--- src/rtl/booth_mult_pipe.sv ---
// Streaming W x W radix-4 Booth multiplier with a carry-save compressor tree and a
// hole-filling valid/ready pipeline. Optional counters under BOOTH_MULT_PERF_EN.
module booth_mult_pipe #(
    parameter int W           = 16,
    parameter int PIPE_STAGES = 3,
    parameter int TAG_W       = 4
) (
    input  logic               clk,
    input  logic               rst,
    input  logic               flush,
    input  logic               in_valid,
    output logic               in_ready,
    input  logic [W-1:0]       in_a,
    input  logic [W-1:0]       in_b,
    input  logic               in_signed,
    input  logic [TAG_W-1:0]   in_tag,
    output logic               out_valid,
    input  logic               out_ready,
    output logic [2*W-1:0]     out_prod,
    output logic [TAG_W-1:0]   out_tag
`ifdef BOOTH_MULT_PERF_EN
    ,
    output logic [31:0]        perf_ops,
    output logic [31:0]        perf_stall
`endif
);

    localparam int WE     = W + (W % 2);
    localparam int NUM_PP = WE / 2 + 1;
    localparam int NR     = NUM_PP + 1;
    localparam int NRP    = NR + 2;
    localparam int PW     = 2 * W;
    localparam int BXW    = WE + 3;
    localparam int NPAIR  = (PIPE_STAGES > 1) ? PIPE_STAGES - 1 : 1;

    logic [PW-1:0]  a_full;
    logic [BXW-1:0] bx;
    logic [PW-1:0]  rows [NUM_PP];
    logic           neg_dig [NUM_PP];
    logic [PW-1:0]  neg_bits;
    logic [PW-1:0]  tree_sum;
    logic [PW-1:0]  tree_carry;

    // Operands extended per op; all arithmetic is modulo 2^(2W).
    assign a_full = {{W{in_signed & in_a[W-1]}}, in_a};
    assign bx     = {{(BXW-W-1){in_signed & in_b[W-1]}}, in_b, 1'b0};

    genvar gi;
    generate
        for (gi = 0; gi < NUM_PP; gi++) begin : g_booth
            logic [2:0]    dig;
            logic          live;
            logic          one;
            logic          two;
            logic          neg;
            logic [PW-1:0] mag;

            assign dig  = bx[2*gi+2 -: 3];
            // Top row only carries the unsigned top digit.
            assign live = (gi == NUM_PP - 1) ? ~in_signed : 1'b1;
            assign one  = live & (dig[1] ^ dig[0]);
            assign two  = live & ((dig[2] & ~dig[1] & ~dig[0]) | (~dig[2] & dig[1] & dig[0]));
            assign neg  = live & dig[2] & ~(dig[1] & dig[0]);
            assign mag  = one ? a_full : (two ? {a_full[PW-2:0], 1'b0} : '0);
            assign rows[gi]    = (neg ? ~mag : mag) << (2 * gi);
            assign neg_dig[gi] = neg;
        end
    endgenerate

    // Two's-complement +1 of each negated row enters the tree as its own input row.
    always_comb begin
        neg_bits = '0;
        for (int i = 0; i < NUM_PP; i++) begin
            neg_bits[2*i] = neg_dig[i];
        end
    end

    // Wallace reduction: each level compresses every full triple of rows with 3:2 counters.
    always_comb begin
        logic [PW-1:0] cur [NRP];
        logic [PW-1:0] nxt [NRP];
        int            cnt;
        int            n;
        for (int i = 0; i < NRP; i++) begin
            cur[i] = '0;
            nxt[i] = '0;
        end
        for (int i = 0; i < NUM_PP; i++) begin
            cur[i] = rows[i];
        end
        cur[NUM_PP] = neg_bits;
        cnt = NR;
        n   = 0;
        for (int lv = 0; lv < NR; lv++) begin
            if (cnt > 2) begin
                for (int i = 0; i < NRP; i++) begin
                    nxt[i] = '0;
                end
                n = 0;
                for (int j = 0; j < NR; j += 3) begin
                    if (j + 2 < cnt) begin
                        nxt[n]   = cur[j] ^ cur[j+1] ^ cur[j+2];
                        nxt[n+1] = ((cur[j] & cur[j+1]) | (cur[j] & cur[j+2]) |
                                    (cur[j+1] & cur[j+2])) << 1;
                        n = n + 2;
                    end else if (j < cnt) begin
                        nxt[n] = cur[j];
                        n = n + 1;
                        if (j + 1 < cnt) begin
                            nxt[n] = cur[j+1];
                            n = n + 1;
                        end
                    end
                end
                for (int i = 0; i < NRP; i++) begin
                    cur[i] = nxt[i];
                end
                cnt = n;
            end
        end
        tree_sum   = cur[0];
        tree_carry = cur[1];
    end

    logic [PIPE_STAGES-1:0] vld_reg;
    logic [PIPE_STAGES-1:0] adv;
    logic [PIPE_STAGES-1:0] load;
    logic [PIPE_STAGES-1:0] src_vld;
    logic                   accept;
    logic [TAG_W-1:0]       tag_reg   [PIPE_STAGES];
    logic [TAG_W-1:0]       src_tag   [PIPE_STAGES];
    logic [PW-1:0]          sum_reg   [NPAIR];
    logic [PW-1:0]          carry_reg [NPAIR];
    logic [PW-1:0]          src_sum   [NPAIR];
    logic [PW-1:0]          src_carry [NPAIR];
    logic [PW-1:0]          fin_sum;
    logic [PW-1:0]          fin_carry;
    logic [PW-1:0]          prod_reg;

    // Stage k may load when empty or when its content moves on; resolved from the output back.
    always_comb begin
        logic go;
        adv  = '0;
        load = '0;
        go   = out_ready;
        for (int k = PIPE_STAGES - 1; k >= 0; k--) begin
            adv[k]  = go;
            load[k] = ~vld_reg[k] | go;
            go      = load[k];
        end
    end

    assign in_ready = rst & ~flush & load[0];
    assign accept   = in_valid & in_ready;

    always_comb begin
        src_vld    = {vld_reg[PIPE_STAGES-2:0], accept} ;
        src_tag[0] = in_tag;
        for (int k = 1; k < PIPE_STAGES; k++) begin
            src_tag[k] = tag_reg[k-1];
        end
        src_sum[0]   = tree_sum;
        src_carry[0] = tree_carry;
        for (int k = 1; k < NPAIR; k++) begin
            src_sum[k]   = sum_reg[k-1];
            src_carry[k] = carry_reg[k-1];
        end
    end

    generate
        if (PIPE_STAGES == 1) begin : g_fin_direct
            assign fin_sum   = tree_sum;
            assign fin_carry = tree_carry;
        end else begin : g_fin_piped
            assign fin_sum   = sum_reg[NPAIR-1];
            assign fin_carry = carry_reg[NPAIR-1];
        end
    endgenerate

    // Data only moves with a valid op and never during flush, so outputs hold their last value.
    always_ff @(posedge clk or negedge rst) begin
        if (!rst) begin
            vld_reg  <= '0;
            prod_reg <= '0;
            for (int k = 0; k < PIPE_STAGES; k++) begin
                tag_reg[k] <= '0;
            end
            for (int k = 0; k < NPAIR; k++) begin
                sum_reg[k]   <= '0;
                carry_reg[k] <= '0;
            end
        end else begin
            for (int k = 0; k < PIPE_STAGES; k++) begin
                if (flush) begin
                    vld_reg[k] <= 1'b0;
                end else if (load[k]) begin
                    vld_reg[k] <= src_vld[k];
                end
                if (!flush && load[k] && src_vld[k]) begin
                    tag_reg[k] <= src_tag[k];
                end
            end
            for (int k = 0; k < NPAIR; k++) begin
                if (PIPE_STAGES > 1 && !flush && load[k] && src_vld[k]) begin
                    sum_reg[k]   <= src_sum[k];
                    carry_reg[k] <= src_carry[k];
                end
            end
            if (!flush && load[PIPE_STAGES-1] && src_vld[PIPE_STAGES-1]) begin
                prod_reg <= fin_sum + fin_carry;
            end
        end
    end

    assign out_valid = vld_reg[PIPE_STAGES-1];
    assign out_prod  = prod_reg;
    assign out_tag   = tag_reg[PIPE_STAGES-1];

`ifdef BOOTH_MULT_PERF_EN
    logic [31:0] perf_ops_reg;
    logic [31:0] perf_stall_reg;

    always_ff @(posedge clk or negedge rst) begin
        if (!rst) begin
            perf_ops_reg   <= '0;
            perf_stall_reg <= '0;
        end else if (flush) begin
            perf_ops_reg   <= '0;
            perf_stall_reg <= '0;
        end else begin
            if (accept) begin
                perf_ops_reg <= perf_ops_reg + 32'd1;
            end
            if (out_valid && !out_ready) begin
                perf_stall_reg <= perf_stall_reg + 32'd1;
            end
        end
    end

    assign perf_ops   = perf_ops_reg;
    assign perf_stall = perf_stall_reg;
`endif

endmodule

--- config.mk ---
export PLATFORM = sky130hd
export DESIGN_NAME = booth_mult_pipe
export DESIGN_NICKNAME = d
export VERILOG_FILES = /design/src/rtl/booth_mult_pipe.sv
export SDC_FILE = /design/constraint.sdc
export NUM_CORES = 1
export LEC_CHECK = 0
export CAP_MARGIN = 20
export CORE_AREA = 2 2 228 230
export CTS_CLUSTER_DIAMETER = 150
export DETAILED_ROUTE_END_ITERATION = 6
export DIE_AREA = 0 0 230 232
export MAX_ROUTING_LAYER = met4
export PLACE_DENSITY = 0.52
export SETUP_SLACK_MARGIN = 0.05
export SLEW_MARGIN = 20
export SYNTH_ARGS = -nofsm -noshare
export SYNTH_HDL_FRONTEND = slang
export SYNTH_SLANG_ARGS = --single-unit
--- constraint.sdc ---
create_clock -name clk -period 3.6 [get_ports clk]
set_input_delay 0.72 -clock clk [delete_from_list [all_inputs] [get_ports clk]]
set_output_delay 0.72 -clock clk [all_outputs]
set_load 0.03 [all_outputs]
==> flow_metrics.py <==
metrics = {
    "critical_path": {
        "critPathLaunchType": "input pin",
        "reg2reg_slack_ns": 0.65,
        "crit_type": "in -> reg",
        "worst_setup_path_end_kind": "flip-flop",
        "timing.rr.start": "fin_carry[1]$_DFFE_PN0P_",
        "crit_fanout": 4,
        "crit_arrival_ns": 4.63,
        "reg2reg_depth": 10,
        "crit_required_ns": 3.93,
        "reg2reg_to": "out_prod[31]$_DFFE_PN0P_",
    },
    "sta": {
        "whs_ns": 0.0529,
        "finClkSkew_ns": 0.0160,
        "worst_pin_slew_ns": 0.883,
        "post-route-period-util_pct": 119,
        "relSlewSlack_pct": 41.1,
        "timing_hold_violations_final": 0,
        "fmax_mhz": 233,
        "setup_viol": 51,
        "finalSetupTns_ns": -26.27,
        "fin_ws_ns": -0.700,
        "rsz0062_at_grt": "true",
        "drv_slew": 0,
        "finalCriticalPeriod_ns": 4.30,
    },
    "placed_design": {
        "gp_congestion": 0.903,
        "io_buffer_count": 79,
        "dp_hpwl_um": 29900,
        "post-place-ws_ns": -1.69,
    },
    "hold_path": {
        "min_path_type": "in -> async",
    },
    "synthesis": {
        "synth_top_cell_area_share_pct": 27.6,
        "yosysTopAreaCell": "dfrtp_1",
        "synth_cell_types": 58,
        "netlist_area_um2": 15100,
        "avgSynthCellArea_um2": 10.0,
        "synth-edff-count": 0,
        "yosys-top-cells-count": "dfrtp_1, inv_1, fa_1, nor2_1, xnor2_1",
        "synth_warnings": 0,
        "ys_top_cells_by_area": "dfrtp_1, fa_1, mux2_2",
        "async_flop_share_pct": 100,
        "yosysSeqAreaShare_pct": 27.6,
        "synth_ff_type": "dfrtp_1",
        "ys_ff_latch": 167,
        "syn_nets": 1769,
        "synth_cells": 1509,
        "yosysMostFrequentCell": "dfrtp_1",
    },
    "power_and_ir_drop": {
        "leakagePower_nw": 9.10,
        "power_density_nw_per_um2": 804,
        "vdd_drop_max_v": 0.000443,
    },
    "clocking": {
        "clock_sinks": 167,
        "clkTransAtPathRegs_ns": 0.07,
        "htree_levels": 4,
        "numCtsBuffers": 17,
        "clockBufferDepth": 2,
        "hold_buffers": 0,
        "clock-root-buffer": "clkbuf_16",
        "worst_skew_pair.late_latency_ns": 0.44,
        "cts_tree": "done",
    },
    "finish": {
        "drive_gt1_share_pct": 31.2,
        "final_util_pct": 38.9,
        "multi_input_area_um2": 11000,
        "ff_latch_area_um2": 4180,
        "fillCellCount": 5090,
        "finalNetCount": 1927,
        "syn2layout_area_growth_pct": 30.7,
        "antenna-diode-count": 0,
    },
    "route": {
        "via_per_inst": 4.49,
        "topRoutingLayerUsed": "met4",
        "finalWirelength_um": 38000,
        "first_iter_violations": 611,
        "first_pass_iters": 5,
        "route.met3.wl_um": 686,
        "drc": 0,
        "final_antenna_net_count": 0,
        "wl_met1_um": 19500,
        "wl_per_cell_um": 16.1,
        "route.met2.wl_um": 17300,
        "via_count": 10606,
    },
    "grt": {
        "grt_pass1_vias": 11029,
        "antenna_found_initial": 0,
        "overflow": 0,
        "grt_start_max_net_pins": 167,
        "track_usage_pct": 15.0,
        "grt_pass1_wl_um": 62000,
    },
    "floorplan": {
        "row_count": 83,
        "initial_core_util_pct": 29.8,
        "die_area_um2": 53400,
        "fp.dieW_um": 230,
        "coreArea_um2": 50900,
        "die_h_um": 232,
        "io_pins": 80,
    },
    "run_status": {
        "violations": "negative setup slack",
        "status": "finished, violations left",
    },
    "flow_run": {
        "drv_cap": 0,
    },
}
==> metal layers <==
metal,vias up,track usage [%]
met5,-,-
met4,0,3.39
met3,27,1.18
met2,123,23.4
met1,5262,21.3
li1,5194,-
==> power by group <==
part           internal, mW  total (mW)  switching [mW]
sequential             2.67        3.12           0.458
clock                  1.04        1.85           0.811
combinational          5.30        10.9            5.64
total                  9.00        15.9            6.91
==> metrics by stage <==
| step | cell area [um2] | power, mW | cells |
|---|---|---|---|
| 2_1_floorplan | 15900 | 10.2 | 1509 |
| 3_3_place_gp | 18200 | 12.9 | 2293 |
| 3_5_place_dp | 18200 | 13.1 | 2293 |
| 4_1_cts | 19500 | 15.6 | 2353 |
| 5_1_grt | 19800 | 17.8 | 2360 |
| 6_report | 19800 | 15.9 | 2360 |
==> layout make-up <==
| cell class | count | area share (%) |
|---|---|---|
| sequential | 167 | 21.1 |
| multi-input combinational | 1080 | 55.6 |
| timing repair buffer | 238 | 12.9 |
| inverter | 163 | 3.10 |
| tap | 680 | 4.30 |
| clock inverter | 14 | 0.834 |
| clock buffer | 18 | 2.17 |
==> placed cells by master (no fill, tap or decap), types with 18 or more instances in the layout <==
cell type / Yosys / final
mux2_2: 113 / 108
buf_4: 0 / 102
a21oi_1: 29 / 29
buf_6: 0 / 28
xor2_1: 57 / 55
buf_12: 0 / 30
mux2i_1: 108 / 95
fa_1: 135 / 98
ha_1: 83 / 56
xnor2_1: 117 / 87
clkdlybuf4s50_1: 0 / 56
inv_1: 158 / 130
nor2_1: 132 / 105
ha_4: 0 / 18
o21ai_1: 12 / 21
fa_2: 0 / 37
dfrtp_1: 167 / 167
nand2_1: 103 / 101
inv_2: 4 / 32
o21ai_0: 50 / 41
xnor2_2: 0 / 27
==> how the worst max path moves through the flow <==
stage | start | to | slack [ns] | cells past startpoint
6_report | in_b[1] | src_sum[29]$_DFFE_PN0P_ | -0.70 | 17
5_1_grt | in_b[1] | src_sum[31]$_DFFE_PN0P_ | -0.80 | 17
4_1_cts | in_b[1] | src_sum[31]$_DFFE_PN0P_ | -0.68 | 17
3_5_place_dp | in_b[3] | src_sum[31]$_DFFE_PN0P_ | -1.69 | 18
3_3_place_gp | in_b[5] | src_sum[17]$_DFFE_PN0P_ | -1.63 | 14
2_1_floorplan | in_b[3] | src_sum[27]$_DFFE_PN0P_ | -1.08 | 15
==> critical path: stages <==
cell and delay (ns):
buf_8 0.10, buf_6 0.11, ha_4 0.27, nor3_4 0.04
or2_4 0.27, xnor2_4 0.16, inv_2 0.06, fa_2 0.62
inv_2 0.07, fa_2 0.48, buf_6 0.15, fa_1 0.52
inv_1 0.05, fa_1 0.51, inv_2 0.05, ha_4 0.20
mux2_4 0.26
==> cells by family after synthesis <==
| kind of cell | share of synthesized area (%) |
|---|---|
| simple gates | 9.45 |
| compound gates | 6.14 |
| fa+ha+maj | 24.7 |
| mux | 15.5 |
| other cells | 0.0248 |
| buf+inv | 6.51 |
| flops | 27.6 |
| xor+xnor | 10.1 |
==> repair_timing <==
action | in CTS | in global routing
buffers inserted | 25 | 8
resized for setup | 184 | 65
cloned | 4 | 0
pin swaps | 74 | 41
setup endpoints to repair | 54 | 52
No activity file was read; power rests on OpenSTA's default activity.
